$ cat config.mk
export PLATFORM = sky130hd
export DESIGN_NAME = vce2_vrf_seq
export DESIGN_NICKNAME = d
export VERILOG_FILES = /design/src/rtl/vce2_pkg.sv /design/src/rtl/vce2_vrf_seq.sv
export SDC_FILE = /design/constraint.sdc
export NUM_CORES = 1
export LEC_CHECK = 0
export ABC_CLOCK_PERIOD_IN_PS = 3200
export CORE_ASPECT_RATIO = 0.8
export CORE_MARGIN = 5
export CORE_UTILIZATION = 44
export CTS_CLUSTER_DIAMETER = 50
export DETAILED_ROUTE_END_ITERATION = 8
export HOLD_SLACK_MARGIN = 0.12
export PLACE_DENSITY_LB_ADDON = 0.15
export REMOVE_ABC_BUFFERS = 1
export SLEW_MARGIN = 5
export SYNTH_ARGS = -nofsm -noshare
export SYNTH_HDL_FRONTEND = slang
export SYNTH_SLANG_ARGS = --single-unit
$ cat constraint.sdc
create_clock -name clk_i -period 3.2 [get_ports clk_i]
set_input_delay 0.64 -clock clk_i [delete_from_list [all_inputs] [get_ports clk_i]]
set_output_delay 0.64 -clock clk_i [all_outputs]
set_load 0.05 [all_outputs]
$ cat src/rtl/vce2_pkg.sv
// Shared types for the vce2 vector engine blocks.
package vce2_pkg;

    typedef enum logic [3:0] {
        ST_IDLE,
        ST_LOAD,
        ST_WAIT_AGU,
        ST_RD_RS1,
        ST_WAIT_RS1,
        ST_RD_RS2,
        ST_WAIT_RS2,
        ST_EXEC,
        ST_WR_RD,
        ST_WAIT_WR,
        ST_DONE
    } vrf_seq_state_e;

    localparam logic [3:0] BE_ALL = 4'hF;

endpackage

$ cat src/rtl/vce2_vrf_seq.sv
// Element sequencer: per element reads rs1 and rs2, hands them to the ALU,
// then writes the result back to rd, steering the AGU selects along the way.
module vce2_vrf_seq
    import vce2_pkg::*;
#(
    parameter int unsigned VlWidth   = 8,
    parameter int unsigned DataWidth = 32
) (
    input  logic                 clk_i,
    input  logic                 rst_ni,
    input  logic                 start_i,
    input  logic [VlWidth-1:0]   vl_i,
    output logic                 busy_o,
    output logic                 done_o,
    output logic                 agu_load_o,
    input  logic                 agu_ready_i,
    output logic                 agu_get_rs1_o,
    output logic                 agu_get_rs2_o,
    output logic                 agu_get_rd_o,
    output logic                 agu_incr_o,
    output logic                 data_req_o,
    input  logic                 data_gnt_i,
    input  logic                 data_rvalid_i,
    output logic                 data_we_o,
    output logic [3:0]           data_be_o,
    output logic [DataWidth-1:0] data_wdata_o,
    input  logic [DataWidth-1:0] data_rdata_i,
    output logic                 op_valid_o,
    output logic [DataWidth-1:0] op_a_o,
    output logic [DataWidth-1:0] op_b_o,
    input  logic                 result_valid_i,
    input  logic [DataWidth-1:0] result_i
);

    localparam logic [VlWidth-1:0] VlOne = 1;

    vrf_seq_state_e     state, state_nxt;
    logic [VlWidth-1:0] cnt, vl;
    logic [DataWidth-1:0] op_a, op_b, res;
    logic               last_elem;

    // Only reached with vl != 0, so vl - 1 never underflows here.
    assign last_elem = (cnt == (vl - VlOne));

    always_ff @(posedge clk_i or negedge rst_ni) begin
        if (!rst_ni) state <= ST_IDLE;
        else         state <= state_nxt;
    end

    always_comb begin
        state_nxt     = state;
        busy_o        = 1'b1;
        done_o        = 1'b0;
        agu_load_o    = 1'b0;
        agu_get_rs1_o = 1'b0;
        agu_get_rs2_o = 1'b0;
        agu_get_rd_o  = 1'b0;
        data_req_o    = 1'b0;
        data_we_o     = 1'b0;
        op_valid_o    = 1'b0;
        unique case (state)
            ST_IDLE: begin
                busy_o = 1'b0;
                if (start_i) state_nxt = (vl_i == '0) ? ST_DONE : ST_LOAD;
            end
            ST_LOAD: begin
                agu_load_o = 1'b1;
                state_nxt  = ST_WAIT_AGU;
            end
            ST_WAIT_AGU: if (agu_ready_i) state_nxt = ST_RD_RS1;
            ST_RD_RS1: begin
                agu_get_rs1_o = 1'b1;
                data_req_o    = 1'b1;
                if (data_gnt_i) state_nxt = ST_WAIT_RS1;
            end
            ST_WAIT_RS1: begin
                agu_get_rs1_o = 1'b1;
                if (data_rvalid_i) state_nxt = ST_RD_RS2;
            end
            ST_RD_RS2: begin
                agu_get_rs2_o = 1'b1;
                data_req_o    = 1'b1;
                if (data_gnt_i) state_nxt = ST_WAIT_RS2;
            end
            ST_WAIT_RS2: begin
                agu_get_rs2_o = 1'b1;
                if (data_rvalid_i) state_nxt = ST_EXEC;
            end
            ST_EXEC: begin
                op_valid_o = 1'b1;
                if (result_valid_i) state_nxt = ST_WR_RD;
            end
            ST_WR_RD: begin
                agu_get_rd_o = 1'b1;
                data_req_o   = 1'b1;
                data_we_o    = 1'b1;
                if (data_gnt_i) state_nxt = ST_WAIT_WR;
            end
            ST_WAIT_WR: begin
                agu_get_rd_o = 1'b1;
                if (data_rvalid_i) state_nxt = last_elem ? ST_DONE : ST_RD_RS1;
            end
            ST_DONE: begin
                done_o    = 1'b1;
                state_nxt = ST_IDLE;
            end
            default: state_nxt = ST_IDLE;
        endcase
    end

    always_ff @(posedge clk_i or negedge rst_ni) begin
        if (!rst_ni) begin
            cnt  <= '0;
            vl   <= '0;
            op_a <= '0;
            op_b <= '0;
            res  <= '0;
        end else begin
            if (state == ST_IDLE && start_i) begin
                cnt <= '0;
                vl  <= vl_i;
            end
            if (state == ST_WAIT_RS1 && data_rvalid_i) op_a <= data_rdata_i;
            if (state == ST_WAIT_RS2 && data_rvalid_i) op_b <= data_rdata_i;
            if (state == ST_EXEC && result_valid_i)    res  <= result_i;
            if (state == ST_WAIT_WR && data_rvalid_i && !last_elem) cnt <= cnt + VlOne;
        end
    end

    assign agu_incr_o   = data_req_o & data_gnt_i;
    assign data_be_o    = BE_ALL;
    assign data_wdata_o = res;
    assign op_a_o       = op_a;
    assign op_b_o       = op_b;

endmodule
**Word-level counts from Yosys, hierarchy flattened**

Index checks and enable logic that the tools add are counted.

- Add/subtract/negate cells: 2
- Multiply operators: 0
- Divide/modulo/power cells: 0
- $lt $le $gt $ge: 0
- Eq/ne operators: 20
- Shift-type cells: 0
- Mux-type cells: 23
- Bitwise operators: 1
- Reductions and logical operators: 15

Operator list:

| cell | number |
|---|---|
| $mux 4 | 11 |
| $pmux 4 s10 | 1 |
| $ne 2x2->1 const B | 9 |
| $eq 4x3->1 const B | 4 |
| $mux 8 | 2 |
| $eq 4x4->1 const B | 3 |
| $mux 1 | 9 |
| $reduce_and 9->1 | 1 |
| $add 8x1->8 const B | 1 |
| $eq 4x2->1 const B | 2 |
| $eq 8x8->1 | 1 |
| $logic_not 8->1 | 1 |
| $sub 8x1->8 const B | 1 |
| $logic_and 1x1->1 | 6 |
| $reduce_or 2->1 | 3 |
| $eq 4x1->1 const B | 1 |
| $logic_not 4->1 | 1 |
| $reduce_or 3->1 | 1 |
| $reduce_bool 2->1 | 1 |
| $and 1x1->1 | 1 |
| $logic_not 1->1 | 1 |

- Flip-flop bits (word level): 116
- Bits in latches: 0
- RAM bits: 0
- Bits in read-only memories: 0
- Input bits: 79
- Output and inout bits: 110
- Logic and storage cells: 67
- Memories kept: 0

**Logic depth before layout (Yosys ltp)**

- Word-level depth: 5
- Depth in mapped cells: 8
- Mapped depth without buffers: 8

**Worst setup path before layout**

No wires, ideal clock.

- Kind: reg-to-output
- Start point: register state[1]
- End point: output port agu_incr_o
- Arrival time: 3.282 ns
- Data required time: 2.560 ns
- Slack: -0.722 ns
- Cell stages (with the launch flop): 5
- Buffers on the path: 1
- Cell sequence: dfrtp_1 > clkbuf_1 > nor4b_1 > a31oi_1 > nor2b_1

- Cells in the longest elaborated chain, start to end: 4
- Elaborated cells on any way between the ends: 6
- Those cells by class: 3 x eq/ne; 1 x mux; 1 x bitwise; 1 x reduce/logical

Ends and longest elaborated chain:

| element | line | text |
|---|---|---|
| start: declaration | vce2_vrf_seq.sv:37 | `vrf_seq_state_e state, state_nxt;` |
| start signal: assignment | vce2_vrf_seq.sv:47 | `else state <= state_nxt;` |
| $eq 4x4->1 (tied with other cells) | vce2_vrf_seq.sv:61 | `unique case (state)` |
| $reduce_or 3->1 (no source line) * | -- |  |
| $mux 1 * | vce2_vrf_seq.sv:61 |  |
| $and 1x1->1 * | vce2_vrf_seq.sv:130 | `assign agu_incr_o = data_req_o & data_gnt_i;` |
| end: declaration | vce2_vrf_seq.sv:20 | `output logic agu_incr_o,` |

Every way passes the cells marked *; elsewhere a longest branch is shown, timed or not.

**Worst setup path after layout**

- Start point: register state[1]
- End point: output port data_req_o

- Cells in the longest elaborated chain, start to end: 3
- Elaborated cells on any way between the ends: 5
- Those cells by class: 3 x eq/ne; 1 x mux; 1 x reduce/logical

Ends and longest elaborated chain:

| element | line | text |
|---|---|---|
| $eq 4x4->1 (tied with other cells) | vce2_vrf_seq.sv:61 |  |
| $reduce_or 3->1 (no source line) * | -- |  |
| $mux 1 * | vce2_vrf_seq.sv:61 |  |
| end: declaration | vce2_vrf_seq.sv:21 | `output logic data_req_o,` |

Marks and branches as above.

==> metrics.txt <==
Layout area overhead=51.2%; Worst-Skew Late Latency=0.41 ns; pwr dens=1270 mW/mm^2; Setup Viol. Count Final=0; RSZ-0062 raised after global routing=false; via count=3,657; Post-synth top cells=dfrtp_1, mux2_2, nand2_1, nor2_1; Syn Inst Count=370; GRT Residual Overflow=0; CTS H-tree lvls=4; Slew Limit Fails=0; final wirelength=12,900 microns; antenna cells=0; Lkg Pwr=3.20 nW; post-layout min period=3.07 ns; synthesized area=0.00500 sq mm; register bit total from synthesis=116; worst min path class=input port to asynchronous set/reset pin; Via density=5.09; Area contributors post-synth=dfrtp_1, mux2_2, nand2_1, xnor2_1, a221o_1; clock slew at reported path FFs=0.05 ns; Yosys top cell area share=58.1%; # nets final=645; First DRT Iteration DRCs=141; WS Path Type=flop to output port; TritonCTS Sinks=116; fin crit share=95.9%; final clock skew=0.00918 ns; worst slew pin tran=0.721 ns; number of enable flip-flop cells after synthesis=0; vias in the first global route=4,043; area of the multi-input gates=0.00200 sq mm; hold_buf cts=0; Final HPWL DP=9600 microns; syn_area_per_cell=13.5 sq um; die area=0.0136 sq mm; largest area contributor in the netlist=dfrtp_1; number of placed instances, taps included=689; maximum vdd drop=0.744 mV; CTS root buf=clkbuf_16; hold violation count in the final report=0; Routability Congestion=0.833; I/O pins=189; FF-to-FF End=cnt[2]; slew margin rel.=51.9%; number of cell rows=34; Synth cell types=45; pre-CTS setup slack=0.412 ns; launch point of the worst reg-to-reg path=vl[0]; fraction of layout cells with a size suffix above 1=27.3%; Initial Utilization=45.5%; total power=9.56 mW; initial antenna violation count=0; Seq. cell area=0.00290 sq mm; Max Fclk=0.326 GHz; first-pass GRT wire length=20,900 microns; worst path arrival time=2.43 ns; status=finished, final reports clean; drt pass-1 iters=4; crit path max fanout=16; number of port buffers=184; Clock Tree Buf Depth=2; Max-Cap Viols=0; # DRC=0; GRT Total Usage=19.9%; setup TNS=0 ns; sequential area share after synthesis=58.1%; average wire per standard cell=17.9 microns; CTS Buf Count=17; Post-Layout Cell Count=719; Req. time, crit path=2.56 ns; Primary FF master, synth=dfrtp_1; die width=129 microns; Setup WS post-layout=0.133 ns; share of flip-flops with an asynchronous set or reset=100%; Antenna Violating Nets Remaining=0; Reg2Reg Setup Slack=0.69 ns; R2R depth=8; top-count cell post-synth=dfrtp_1; Core Box Area=0.0110 sq mm; TritonCTS clock tree=done; pin count of the biggest net entering global routing=59; Setup crit end kind=output port; die height=105 microns; Worst setup SP type=flop; yosys warns=0; final core utilization=68.8%; Layout fillers=796
[through the flow]
step / instance area [sq um] / hold WS, ns
detailed placement: 7020 / 0.492
global route: 7550 / 0.339
finish: 7550 / 0.272
global placement: 7020 / 0.485
CTS: 7550 / 0.304
floorplan: 4920 / 0.344
[final cells by class]
type	instances	share of cell area, %
sequential	116	38.4
multi-input combinational	232	26.5
timing repair buffer	191	25.3
clock buffer	20	5.91
tap	144	2.38
clock inverter	10	1.14
inverter	6	0.298
[critical path, stage by stage (launching register included)]
cell	delay [ns]
dfrtp_1	0.56
nor4b_2	0.42
a31oi_1	0.14
inv_1	0.10
clkdlybuf4s50_1	0.80
[report_power, final]
part | internal [mW] | switching, mW
clock network | 1.07 | 0.628
logic | 1.96 | 3.28
registers | 2.15 | 0.473
total | 5.18 | 4.38
[worst max-delay path by stage]
| stage | endpoint | cells past startpoint | startpoint |
|---|---|---|---|
| final | data_req_o | 4 | state[1] |
| after global routing | data_req_o | 4 | state[1] |
| after detailed placement | data_req_o | 4 | state[1] |
| after CTS | data_req_o | 4 | state[1] |
| after global placement | data_req_o | 4 | state[1] |
| after floorplan | agu_incr_o | 3 | state[0] |
[cells by family after synthesis]
kind of cell    share of synthesized area, %
flops                                   58.1
mux                                     23.9
simple gates                            8.36
compound gates                          5.16
buf+inv                                 2.18
xor+xnor                                1.75
fa+ha+maj                              0.501
other cells                           0.0751
[flip-flops by register name (all words and copies together) (netlist names)]
name	flops
op_b_o	32
cnt	8
data_wdata_o	32
op_a_o	32
state	4
vl	8
[repair_timing]
action / 4_1_cts / 5_1_grt
endpoints found under the setup margin: 1 / 0
setup buffers: 0 / 0
resized for setup: 1 / 0
[layout by cell type, fill, tap and decap left out, types with 7 or more instances in the layout]
| cell type | synthesis | routed |
|---|---|---|
| clkdlybuf4s50_1 | 0 | 181 |
| dfrtp_1 | 116 | 116 |
| mux2_2 | 105 | 105 |
| nand2_1 | 18 | 18 |
| clkbuf_16 | 0 | 17 |
| nor2_1 | 14 | 13 |
| nor3_1 | 10 | 10 |
| a21oi_1 | 9 | 9 |
| buf_4 | 4 | 8 |
| o21ai_0 | 7 | 7 |
| xnor2_1 | 7 | 7 |
[per-layer routing]
layer	global-route usage [%]	wire length (microns)	share of wire (%)	up-vias
met1	20.7	4520	35	1805
met5	0	0	0	-
met2	33.1	6520	51	128
met3	12.3	1660	13	17
li1	-	-	-	1707
met4	7.05	191	1.5	0
(Power assumes the default switching activity.)
